--- config.mk ---
export PLATFORM = sky130hd
export DESIGN_NAME = fetch_unit
export DESIGN_NICKNAME = d
export VERILOG_FILES = /design/src/rtl/fetch_unit.sv
export SDC_FILE = /design/constraint.sdc
export NUM_CORES = 1
export LEC_CHECK = 0
export CAP_MARGIN = 0
export CORE_UTILIZATION = 46
export DETAILED_ROUTE_END_ITERATION = 12
export MAX_ROUTING_LAYER = met4
export PLACE_DENSITY_LB_ADDON = 0.1
export SETUP_SLACK_MARGIN = 0.15
export SLEW_MARGIN = 25
export SYNTH_ARGS = -nofsm -noshare
export SYNTH_HDL_FRONTEND = slang
export SYNTH_SLANG_ARGS = --single-unit
--- constraint.sdc ---
create_clock -name clock -period 3.2 [get_ports clock]
set_input_delay 0.32 -clock clock [delete_from_list [all_inputs] [get_ports clock]]
set_output_delay 0.32 -clock clock [all_outputs]
set_load 0.005 [all_outputs]
--- src/rtl/fetch_unit.sv ---
// Instruction fetch unit: PC/LR registers plus a two-state fetch FSM that
// issues one instruction memory read at a time and captures the response into INST.
//
// state | meaning
// IDLE  | no fetch outstanding
// WAIT  | fetch outstanding, waiting for imem_ready or timeout
module fetch_unit (
  input  logic        clock,
  input  logic        reset,
  input  logic        Inst_en,
  input  logic        PC_WE,
  input  logic [1:0]  PC_SRC,
  input  logic        LR_EN,
  input  logic [7:0]  alu_result,
  input  logic [7:0]  mem_buff,
  input  logic        imem_ready,
  input  logic [15:0] imem_rdata,
  output logic [15:0] INST,
  output logic [7:0]  PC,
  output logic [7:0]  LR,
  output logic        imem_req,
  output logic [7:0]  imem_addr,
  output logic        fetch_busy,
  output logic        inst_valid,
  output logic        bus_err
);

  typedef enum logic {
    IDLE = 1'b0,
    WAIT = 1'b1
  } state_t;

  localparam logic [3:0] WAIT_LAST = 4'd14;

  state_t      state;
  logic [7:0]  addr_reg;
  logic [3:0]  wait_cnt;
  logic [7:0]  pc_next;

  always_comb begin
    pc_next = alu_result;
    case (PC_SRC)
      2'b00:   pc_next = alu_result;
      2'b01:   pc_next = LR;
      2'b10:   pc_next = INST[7:0];
      2'b11:   pc_next = mem_buff;
      default: pc_next = alu_result;
    endcase
  end

  // PC and LR update independently of the fetch FSM; LR always sees the old PC.
  always_ff @(posedge clock or negedge reset) begin
    if (!reset) begin
      PC <= 8'h00;
      LR <= 8'h00;
    end else begin
      if (PC_WE) PC <= pc_next;
      if (LR_EN) LR <= PC;
    end
  end

  always_ff @(posedge clock or negedge reset) begin
    if (!reset) begin
      state      <= IDLE;
      addr_reg   <= 8'h00;
      wait_cnt   <= 4'd0;
      INST       <= 16'h0000;
      inst_valid <= 1'b0;
      bus_err    <= 1'b0;
    end else begin
      inst_valid <= 1'b0;
      case (state)
        IDLE: begin
          if (Inst_en) begin
            addr_reg <= PC;
            wait_cnt <= 4'd0;
            state    <= WAIT;
          end
        end
        WAIT: begin
          if (Inst_en) bus_err <= 1'b1;
          // A response on the timeout edge still wins over the timeout.
          if (imem_ready) begin
            INST       <= imem_rdata;
            inst_valid <= 1'b1;
            state      <= IDLE;
          end else if (wait_cnt == WAIT_LAST) begin
            wait_cnt <= wait_cnt + 4'd1;
            bus_err  <= 1'b1;
            state    <= IDLE;
          end else begin
            wait_cnt <= wait_cnt + 4'd1;
          end
        end
        default: state <= IDLE;
      endcase
    end
  end

  assign imem_req   = (state == WAIT);
  assign imem_addr  = addr_reg;
  assign fetch_busy = imem_req;

endmodule

Word-level counts from Yosys, hierarchy flattened

Cells that the tools add are included.

Add/sub/neg operators: 1
Equal/unequal tests: 6
Muxes and demuxes: 13
Bitwise operators: 1
Reductions and logical operators: 4

Operators by type and width:

| operator            | number |
|---|---|
| $pmux 8 s4          | 1 |
| $mux 1              | 8 |
| $mux 4              | 2 |
| $pmux 4 s2          | 1 |
| $reduce_and 2->1    | 3 |
| $add 4x1->4 const B | 1 |
| $eq 2x2->1 const B  | 2 |
| $eq 4x4->1 const B  | 1 |
| $ne 2x2->1 const B  | 2 |
| $eq 2x1->1 const B  | 1 |
| $logic_not 2->1     | 1 |
| $pmux 1 s2          | 1 |
| $not 1->1           | 1 |

Bits in registers: 47
Output and inout port bits: 44
Word-level logic and storage cells: 33

Depth between registers and ports, before layout

Gate-level depths: netlist (run 1).

Depth in word-level cells: 4
Depth in mapped cells: 6
Gate-level depth less buffers: 4

Worst setup path before layout (run 1)

No wires, ideal clock.

Path kind: reg-to-reg
From: reg state, in the netlist fetch_busy
To: reg INST[10]
Library setup time: 0.125 ns
Arrival time: 1.091 ns
Data required time: 3.075 ns
Slack: 1.984 ns
Cell stages (with the launch flop): 5
Clock period less this slack: 1.216 ns
Cell sequence: dfrtp_1 buf_6 nand2_4 buf_6 mux2_4

Longest elaborated chain between the ends: 1

Ends and longest elaborated chain:

| what                              | line | source |
|---|---|---|
| start, declared                   | 35   | `state_t state;` |
| start signal, assigned            | 64   | `state <= IDLE;` |
| start signal, assigned            | 77   | `state <= WAIT;` |
| start signal, assigned            | 86   | `state <= IDLE;` |
| $reduce_and 2->1 (no source line) | --   |  |
| end signal, assigned              | 84   | `INST <= imem_rdata;` |
| end, declared                     | 18   | `output logic [15:0] INST,` |

Every way passes these cells.
A chain may end at the register's enable or synchronous reset.

Worst setup path after layout (run 1)

From: reg state, in the netlist fetch_busy
To: out fetch_busy

RTL lines:

| what          | line | source |
|---|---|---|
| end, declared | 23   | `output logic fetch_busy,` |

No word-level cell between the ends.

==> out/metrics.cfg, run 1 <==
[route]
viasPerCell=5.30
drt-total-wl_um=4790
drc=0
detail_route.wl_per_cell_um=16.1
firstDrtPassIters=4
num_vias=1575
drt-initial-drc-count=121
postRouteAntennaNets=0

[final_layout]
area_delta_synth_final_pct=44.6
regArea_sq_mm=0.00118
multi_input_area_sq_um=825
diodes=0
mostFrequentLayoutCells=82 x clkdlybuf4s50_1, 47 x dfrtp_1, 21 x mux2_2, 19 x nand2_1
fin_nets=286
final_common_cell=clkdlybuf4s50_1
drive_above_1_share=0.171
fill_cells=327
layout.cells.non_filler=297
stdcell_area_sq_mm=0.00307

[floorplanning]
start_util=0.484
dieArea_sq_mm=0.00489
die_x_um=69.9
boundaryPins=84
chipHeight_um=69.9
rows=24
core_sq_mm=0.00438

[critical_path]
crit_required_ps=2880
critPathArrivalTime_ps=1510
crit_fanout=12
startpoint_type=register
r2r_start=fetch_busy
crit_path_start=fetch_busy
path_class=reg -> out
endpoint=fetch_busy
rr_worst_depth=2
crit_chain=clkdlybuf4s50_1
end_kind=output pin
cpLargestDelayFamily=flip-flops
critPathSlowestCell=dfrtp_1
worst-path-stages=1
r2r_end=fetch_busy
crit_buf_inv=1
crit_path_max_incr_delay_ps=610
r2r_setup_slack_ps=1670

[synth]
syn_area_per_cell_sq_um=12.9
ys_warn_count=0
syn-instance-count=164
ys_seq_elements=47
ys_async_sr_fraction=1.00
synth_seq_area_share=0.554
synth_flop_cell=dfrtp_1
syn_area_sq_mm=0.00212
yosysUniqueCellTypes=27
syn_nets=206
synth_edf_count=0

[clock_tree]
holdBufCountCts=0
clkTransAtPathRegs_ps=90
cts_tree=yes
clock-sinks=47
cts_resized=0
cts.htree.levels=2
worstSkewPairLatency_ps=310
max-clock-path-buffers=2
cts_buffers=5
cts_setup_buffers=0
clockRootBuffer=clkbuf_8

[grt]
grt_pass1_wl_um=8030
track_usage=0.222
grt_overflow=0
grt_max_degree=48
antenna_found_initial=0
grt_pass1_vias=1661

[timing]
worst_slack_ps=1370
timing.final.hold_violations=0
period_share=0.572
finalClockSkew_ps=9.33
grt_setup_unrepaired=no
period_minus_slack_ps=1830
worstMarginPinSlew_ps=884
finalMaxSlewViolations=0
setup_tns_ps=0
clock.fmax_ghz=0.547
setup_viol=0
relSlewSlack=0.409

[pwr]
combPwrFrac=0.295
irDropWorstVdd_v=0.000430
p_sw_w=0.000491
seqPwrFrac=0.433
p_per_area_mw_per_mm2=623
p_clk_frac=0.272
finalPower_w=0.00191
switching_share=0.257
power.internal_w=0.00142
p_leak_nw=1.35

[placement]
placed_cells=289
dp_hpwl_um=3410
io_buffers=83
dpl_cell_area_sq_mm=0.00293
dp_slack_ps=1100
gp_congestion=0.785

[outcome]
status=finished, final reports clean

[run]
drv_cap=0

[min_path]
hold_class=in -> async

-- kinds of logic (layout without fill, tap and decap cells) --
logic type                 Yosys count  count (layout)  share of synthesized area
DFF                                 47              47                      0.554
muxes                               40              40                      0.225
and+or+nand+nor                     29              29                     0.0649
AOI/OAI and AO/OA                   24              24                     0.0784
buffers and inverters               20             101                     0.0572
adders and majority gates            2               2                     0.0118
xor gates and xnor gates             2               2                    0.00826
-- metrics by stage --
stage | utilization | hold WS, ps
floorplan | - | 24.4
global placement | 0.668 | 461
detailed placement | 0.668 | 475
CTS | 0.699 | 215
global route | 0.700 | 46.2
finish | 0.700 | 1.14
-- sequential cells by signal, summed over array words and instances, names as in the netlist --
name	flops
PC	8
wait_cnt	4
fetch_busy	1
INST	16
LR	8
inst_valid	1
bus_err	1
imem_addr	8
-- power by group through the flow --
stage	Sequential (W)	Clock (W)	Combinational, W
6_report	0.000827	0.000520	0.000563
5_1_grt	0.000848	0.000553	0.000608
4_1_cts	0.000827	0.000531	0.000569
3_5_place_dp	0.000837	0	0.000567
3_3_place_gp	0.000829	0	0.000553
2_1_floorplan	0.000826	0	0.000227
-- synth_stat cells, types with 2 or more instances --
cell      number  area, sq um
buf_6          5         56.3
buf_2          4         20.0
o221ai_1       7         61.3
mux2_2        21          236
xnor2_1        2         17.5
nand3_1        2         10.0
ha_1           2         25.0
nand2_1       19         71.3
mux2_4        10          150
o21ai_0        8         40.0
inv_1         10         37.5
a22o_1         2         17.5
nand2b_1       2         12.5
mux2i_1        8         80.1
o21ai_1        4         20.0
dfrtp_1       47         1180
-- how the worst min path moves through the flow --
stage                      start            to  depth (start not counted)
detailed placement  imem_addr[6]  imem_addr[6]                          2
global placement         bus_err       bus_err                          2
global route               reset         LR[1]                          1
finish                     reset    fetch_busy                          1
floorplan                  reset       INST[0]                          0
CTS                        reset         LR[4]                          1
-- metal layers --
metal	track usage	routed length, um
met5	-	0
met1	0.284	2110
met3	0.0577	320
met2	0.343	2290
met4	0.0778	68
-- final cells by class --
cell class | count | area share
Clock buffer | 5 | 0.0224
Clock inverter | 3 | 0.0220
Inverter | 10 | 0.0122
Multi-Input combinational cell | 97 | 0.269
Sequential cell | 47 | 0.383
Tap cell | 52 | 0.0212
Timing Repair Buffer | 83 | 0.270
Note: power is estimated with default switching activity, not from simulation.
==> inputs of run 2 (changes only) <==
--- a/config.mk
+++ b/config.mk
@@ -6,7 +6,7 @@
 export NUM_CORES = 1
 export LEC_CHECK = 0
 export CAP_MARGIN = 0
-export CORE_UTILIZATION = 46
+export CORE_UTILIZATION = 43
 export DETAILED_ROUTE_END_ITERATION = 12
 export MAX_ROUTING_LAYER = met4
 export PLACE_DENSITY_LB_ADDON = 0.1
==> constraint.sdc (replaced) <==
create_clock -name clock -period 1.9 [get_ports clock]
set_input_delay 0.19 -clock clock [delete_from_list [all_inputs] [get_ports clock]]
set_output_delay 0.19 -clock clock [all_outputs]
set_load 0.005 [all_outputs]
==> out/metrics.cfg, run 2 (same netlist as run 1, synthesis figures left out) <==
[grt]
grt_max_degree=28  ; was 48
grt_pass1_wl_um=7540  ; was 8030 um
antenna_found_initial=0  ; unchanged
grt_pass1_vias=1521  ; was 1,661
track_usage=0.198  ; was 0.222
grt_overflow=0  ; unchanged

[final_layout]
area_delta_synth_final_pct=48.2  ; was 44.6%
largest_reg_flops=16  ; unchanged
top_register=INST  ; unchanged
mostFrequentLayoutCells=82 x clkdlybuf4s50_1, 47 x dfrtp_1, 21 x mux2_2, 19 x nand2_1  ; unchanged
fill_cells=368  ; was 327
layout.cells.non_filler=317  ; was 297
final_common_cell=clkdlybuf4s50_1  ; unchanged
drive_above_1_share=0.180  ; was 0.171
fin_nets=291  ; was 286
fin_util=0.666  ; was 0.700
diodes=0  ; unchanged

[placement]
placed_cells=308  ; was 289
dp_slack_ps=354  ; was 1100 ps
dp_hpwl_um=3390  ; was 3410 um
gp_congestion=0.741  ; was 0.785
io_buffers=83  ; unchanged

[critical_path]
cpLargestDelayFamily=flip-flops  ; unchanged
critPathArrivalTime_ps=1470  ; was 1510 ps
crit_buf_inv=1  ; unchanged
crit_fanout=12  ; unchanged
crit_chain=clkdlybuf4s50_1  ; unchanged
end_kind=output pin  ; unchanged
path_class=reg -> out  ; unchanged
critPathSlowestCell=dfrtp_1  ; unchanged
crit_required_ps=1710  ; was 2880 ps
startpoint_type=register  ; unchanged
crit_path_max_incr_delay_ps=600  ; was 610 ps

[pwr]
irDropWorstVdd_v=0.000601  ; was 0.000430 V
p_sw_w=0.000797  ; was 0.000491 W
p_per_area_mw_per_mm2=1020  ; was 623 mW/mm^2
switching_share=0.249  ; was 0.257
seqPwrFrac=0.434  ; was 0.433
combPwrFrac=0.300  ; was 0.295
power.internal_w=0.00240  ; was 0.00142 W
p_leak_nw=1.39  ; was 1.35 nW
p_clk_frac=0.266  ; was 0.272

[clock_tree]
clock-sinks=47  ; unchanged
cts_tree=yes  ; unchanged
clkTransAtPathRegs_ps=80  ; was 90 ps
clockRootBuffer=clkbuf_8  ; unchanged
cts_buffers=5  ; unchanged
cts.htree.levels=2  ; unchanged
max-clock-path-buffers=2  ; unchanged
cts_resized=0  ; unchanged
worstSkewPairLatency_ps=300  ; was 310 ps

[floorplanning]
boundaryPins=84  ; unchanged
die_x_um=72.3  ; was 69.9 um
rows=25  ; was 24
core_sq_mm=0.00472  ; was 0.00438 sq mm
start_util=0.449  ; was 0.484
chipHeight_um=72.3  ; was 69.9 um
dieArea_sq_mm=0.00522  ; was 0.00489 sq mm

[timing]
period_share=0.875
setup_tns_ps=0  ; unchanged
grt_setup_unrepaired=no  ; unchanged
setup_viol=0  ; unchanged
finalMaxSlewViolations=0  ; unchanged
relSlewSlack=0.616  ; was 0.409
clock.fmax_ghz=0.601
worstMarginPinSlew_ps=575  ; was 884 ps
period_minus_slack_ps=1660
timing.final.hold_violations=0  ; unchanged
finalClockSkew_ps=8.46  ; was 9.33 ps
worst_slack_ps=237  ; was 1370 ps

[route]
num_vias=1527  ; was 1,575
drt-total-wl_um=4570  ; was 4790 um
postRouteAntennaNets=0  ; unchanged
firstDrtPassIters=4  ; unchanged
detail_route.wl_per_cell_um=14.4  ; was 16.1 um
drt-initial-drc-count=108  ; was 121
drc=0  ; unchanged
viasPerCell=4.82  ; was 5.30

[min_path]
hold_class=in -> async  ; unchanged

[run]
drv_cap=0  ; unchanged

[outcome]
status=finished, final reports clean  ; unchanged

## run 2: changes by cell type in the layout (fill, tap and decap cells not counted)
cell / change
buf_12: +2
clkinvlp_4: -1
clkbuf_1: +1
dlygate4sd3_1: +1
buf_2: +1
buf_4: +1
## run 2: layout make-up
class / instances / area [sq um] / area share
sequential: 47 / 1180 / 0.374
timing repair buffer: 88 / 891 / 0.283
multi-input combinational: 97 / 825 / 0.262
tap: 67 / 83.8 / 0.0267
clock buffer: 6 / 72.6 / 0.0231
clock inverter: 2 / 60.1 / 0.0191
inverter: 10 / 37.5 / 0.0119
## run 2: stage by stage
step           hold slack (ps)  area [sq um]  total power, W
2_1_floorplan             -106          2120         0.00177
3_3_place_gp               189          3000         0.00235
3_5_place_dp               191          3000         0.00237
4_1_cts                    417          3150         0.00323
5_1_grt                    430          3150         0.00338
6_report                   394          3150         0.00320
## run 2: what timing repair did
item	4_1_cts	5_1_grt
hold buffers	1	0
endpoints found under the hold margin	20	0
endpoints found under the setup margin	0	0
buffers inserted	0	0
## run 2: metal layers
metal | vias to the layer above | track usage | share of wire
li1 | 740 | - | -
met1 | 721 | 0.275 | 0.49
met2 | 58 | 0.286 | 0.44
met3 | 8 | 0.0500 | 0.050
met4 | 0 | 0.0654 | 0.017
met5 | - | - | 0
## run 2: power by group through the flow
| stage | Clock, W | Sequential [W] | Combinational (W) |
|---|---|---|---|
| finish | 0.000850 | 0.00139 | 0.000961 |
| detailed placement | 0 | 0.00140 | 0.000964 |
| global route | 0.000919 | 0.00142 | 0.00104 |
| floorplan | 0 | 0.00139 | 0.000383 |
| CTS | 0.000874 | 0.00139 | 0.000972 |
| global placement | 0 | 0.00140 | 0.000949 |
## run 2: path summary, 6_finish.rpt
kind	depth (start not counted)	startpoint	slack (ps)	to
max	1	fetch_busy	240	imem_req
min	2	reset	390	wait_cnt[0]
max reg2reg	3	fetch_busy	410	imem_addr[6]
min reg2reg	2	bus_err	480	bus_err
max in group asynchronous	3	reset	1000	PC[2]
min in group clock	2	bus_err	480	bus_err
==> inputs of run 3 (changes only) <==
--- a/config.mk
+++ b/config.mk
@@ -5,7 +5,6 @@
 export SDC_FILE = /design/constraint.sdc
 export NUM_CORES = 1
 export LEC_CHECK = 0
-export CAP_MARGIN = 0
 export CORE_UTILIZATION = 43
 export DETAILED_ROUTE_END_ITERATION = 12
 export MAX_ROUTING_LAYER = met4
==> constraint.sdc (replaced) <==
create_clock -name clock -period 1.9 [get_ports clock]
set_input_delay 0.19 -clock clock [delete_from_list [all_inputs] [get_ports clock]]
set_output_delay 0.19 -clock clock [all_outputs]
set_load 0.05 [all_outputs]
==> out/metrics.cfg, run 3 (same netlist as run 1, synthesis figures left out) <==
[final_layout]
multi_input_area_sq_um=825  ; unchanged
fin_nets=292  ; was 291
layout.cells.non_filler=318  ; was 317
largest_reg_flops=16  ; unchanged
final_common_cell=clkdlybuf4s50_1  ; unchanged
top_register=INST  ; unchanged
area_delta_synth_final_pct=48.2  ; unchanged
regArea_sq_mm=0.00118  ; unchanged
drive_above_1_share=0.191  ; was 0.180
mostFrequentLayoutCells=76 x clkdlybuf4s50_1, 47 x dfrtp_1, 21 x mux2_2, 19 x nand2_1  ; was 82 x clkdlybuf4s50_1, 47 x dfrtp_1, 21 x mux2_2, 19 x nand2_1
diodes=0  ; unchanged
fill_cells=370  ; was 368

[route]
drt-initial-drc-count=41  ; was 108
postRouteAntennaNets=0  ; unchanged
drc=0  ; unchanged
detail_route.wl_per_cell_um=14.2  ; was 14.4 um
firstDrtPassIters=3  ; was 4
viasPerCell=4.73  ; was 4.82
num_vias=1504  ; was 1,527
drt-total-wl_um=4510  ; was 4570 um

[timing]
period_share=0.891  ; was 0.875
finalClockSkew_ps=3.58  ; was 8.46 ps
period_minus_slack_ps=1690  ; was 1660 ps
setup_viol=0  ; unchanged
relSlewSlack=0.623  ; was 0.616
finalMaxSlewViolations=0  ; unchanged
clock.fmax_ghz=0.591  ; was 0.601 GHz
worst_slack_ps=208  ; was 237 ps
grt_setup_unrepaired=no  ; unchanged
timing.final.hold_violations=0  ; unchanged
setup_tns_ps=0  ; unchanged
worstMarginPinSlew_ps=566  ; was 575 ps

[pwr]
p_leak_nw=1.43  ; was 1.39 nW
p_per_area_mw_per_mm2=1250  ; was 1020 mW/mm^2
finalPower_w=0.00392  ; was 0.00320 W
irDropWorstVdd_v=0.000763  ; was 0.000601 V

[min_path]
hold_class=in -> async  ; unchanged

[critical_path]
r2r_setup_slack_ps=460  ; was 410 ps
crit_path_start=PC[6]  ; was fetch_busy
worst-path-stages=1  ; unchanged
crit_required_ps=1710  ; about the same
crit_path_max_incr_delay_ps=820  ; was 600 ps
end_kind=output pin  ; unchanged
rr_worst_depth=3  ; unchanged
crit_buf_inv=1  ; unchanged
crit_fanout=3  ; was 12
critPathArrivalTime_ps=1500  ; was 1470 ps
critPathSlowestCell=clkdlybuf4s50_1  ; was dfrtp_1
path_class=reg -> out  ; unchanged
cpLargestDelayFamily=buffers and inverters  ; was flip-flops
r2r_end=wait_cnt[2]  ; was imem_addr[6]
endpoint=PC[6]  ; was imem_req
crit_chain=clkdlybuf4s50_1  ; unchanged
startpoint_type=register  ; unchanged
r2r_start=fetch_busy  ; unchanged

[clock_tree]
worstSkewPairLatency_ps=300  ; about the same
max-clock-path-buffers=2  ; unchanged
clockRootBuffer=clkbuf_8  ; unchanged
clkTransAtPathRegs_ps=80  ; about the same
cts.htree.levels=2  ; unchanged
cts_setup_buffers=0  ; unchanged
cts_tree=yes  ; unchanged
cts_buffers=5  ; unchanged
clock-sinks=47  ; unchanged

[floorplanning]
core_sq_mm=0.00472  ; unchanged
boundaryPins=84  ; unchanged
die_x_um=72.3  ; unchanged
start_util=0.449  ; unchanged
chipHeight_um=72.3  ; unchanged
dieArea_sq_mm=0.00522  ; unchanged
rows=25  ; unchanged

[outcome]
status=finished, final reports clean  ; unchanged

[placement]
dp_slack_ps=360  ; was 354 ps
dp_hpwl_um=3300  ; was 3390 um
placed_cells=309  ; was 308
io_buffers=83  ; unchanged
gp_congestion=0.763  ; was 0.741

[grt]
grt_pass1_vias=1527  ; was 1,521
grt_overflow=0  ; unchanged
antenna_found_initial=0  ; unchanged
grt_pass1_wl_um=7510  ; was 7540 um
grt_max_degree=26  ; was 28
track_usage=0.197  ; was 0.198

[run]
drv_cap=0  ; unchanged

==> run 3: changes by cell type in the layout (fill, tap and decap cells not counted) <==
| cell | delta |
|---|---|
| clkdlybuf4s50_1 | -6 |
| buf_4 | +4 |
| dlymetal6s2s_1 | +4 |
| buf_12 | -1 |
==> run 3: worst min path at each step <==
stage,depth (start not counted),endpoint,slack [ps],from
finish,2,bus_err,420,reset
global route,2,imem_addr[5],460,reset
CTS,2,imem_addr[5],430,reset
global placement,1,wait_cnt[0],210,reset
floorplan,0,INST[0],-110,reset
detailed placement,1,wait_cnt[0],210,reset
==> run 3: metrics by stage <==
step	area (sq um)	hold WS [ps]	utilization
after detailed placement	2990	208	0.634
after CTS	3140	427	0.664
final	3150	418	0.666
after floorplan	2120	-106	-
after global routing	3150	456	0.666
after global placement	2990	210	0.634
==> run 3: cell type report <==
type / count / area share
repair buffers: 89 / 0.283
flip-flops and latches: 47 / 0.374
inverters: 10 / 0.0119
clock buffers: 6 / 0.0231
well taps: 67 / 0.0267
clock inverters: 2 / 0.0191
multi-input cells: 97 / 0.262
==> run 3: per-layer routing <==
layer,vias to the layer above,wire [um],track usage
li1,741,-,-
met1,701,2120,0.267
met2,56,2050,0.283
met3,6,277,0.0500
met4,0,68,0.0806
met5,-,0,-
==> run 3: power breakdown <==
group / internal [W] / leakage, nW / switching [W]
clock network: 0.000526 / 0.0654 / 0.000327
registers: 0.00122 / 0.576 / 0.000165
logic: 0.000652 / 0.793 / 0.00103
total: 0.00240 / 1.43 / 0.00152
==> run 3: what timing repair did <==
action                                  4_1_cts  5_1_grt
gates resized for setup                       0        4
hold buffers                                  1        0
endpoints found under the setup margin        0        4
endpoints found under the hold margin        23        0
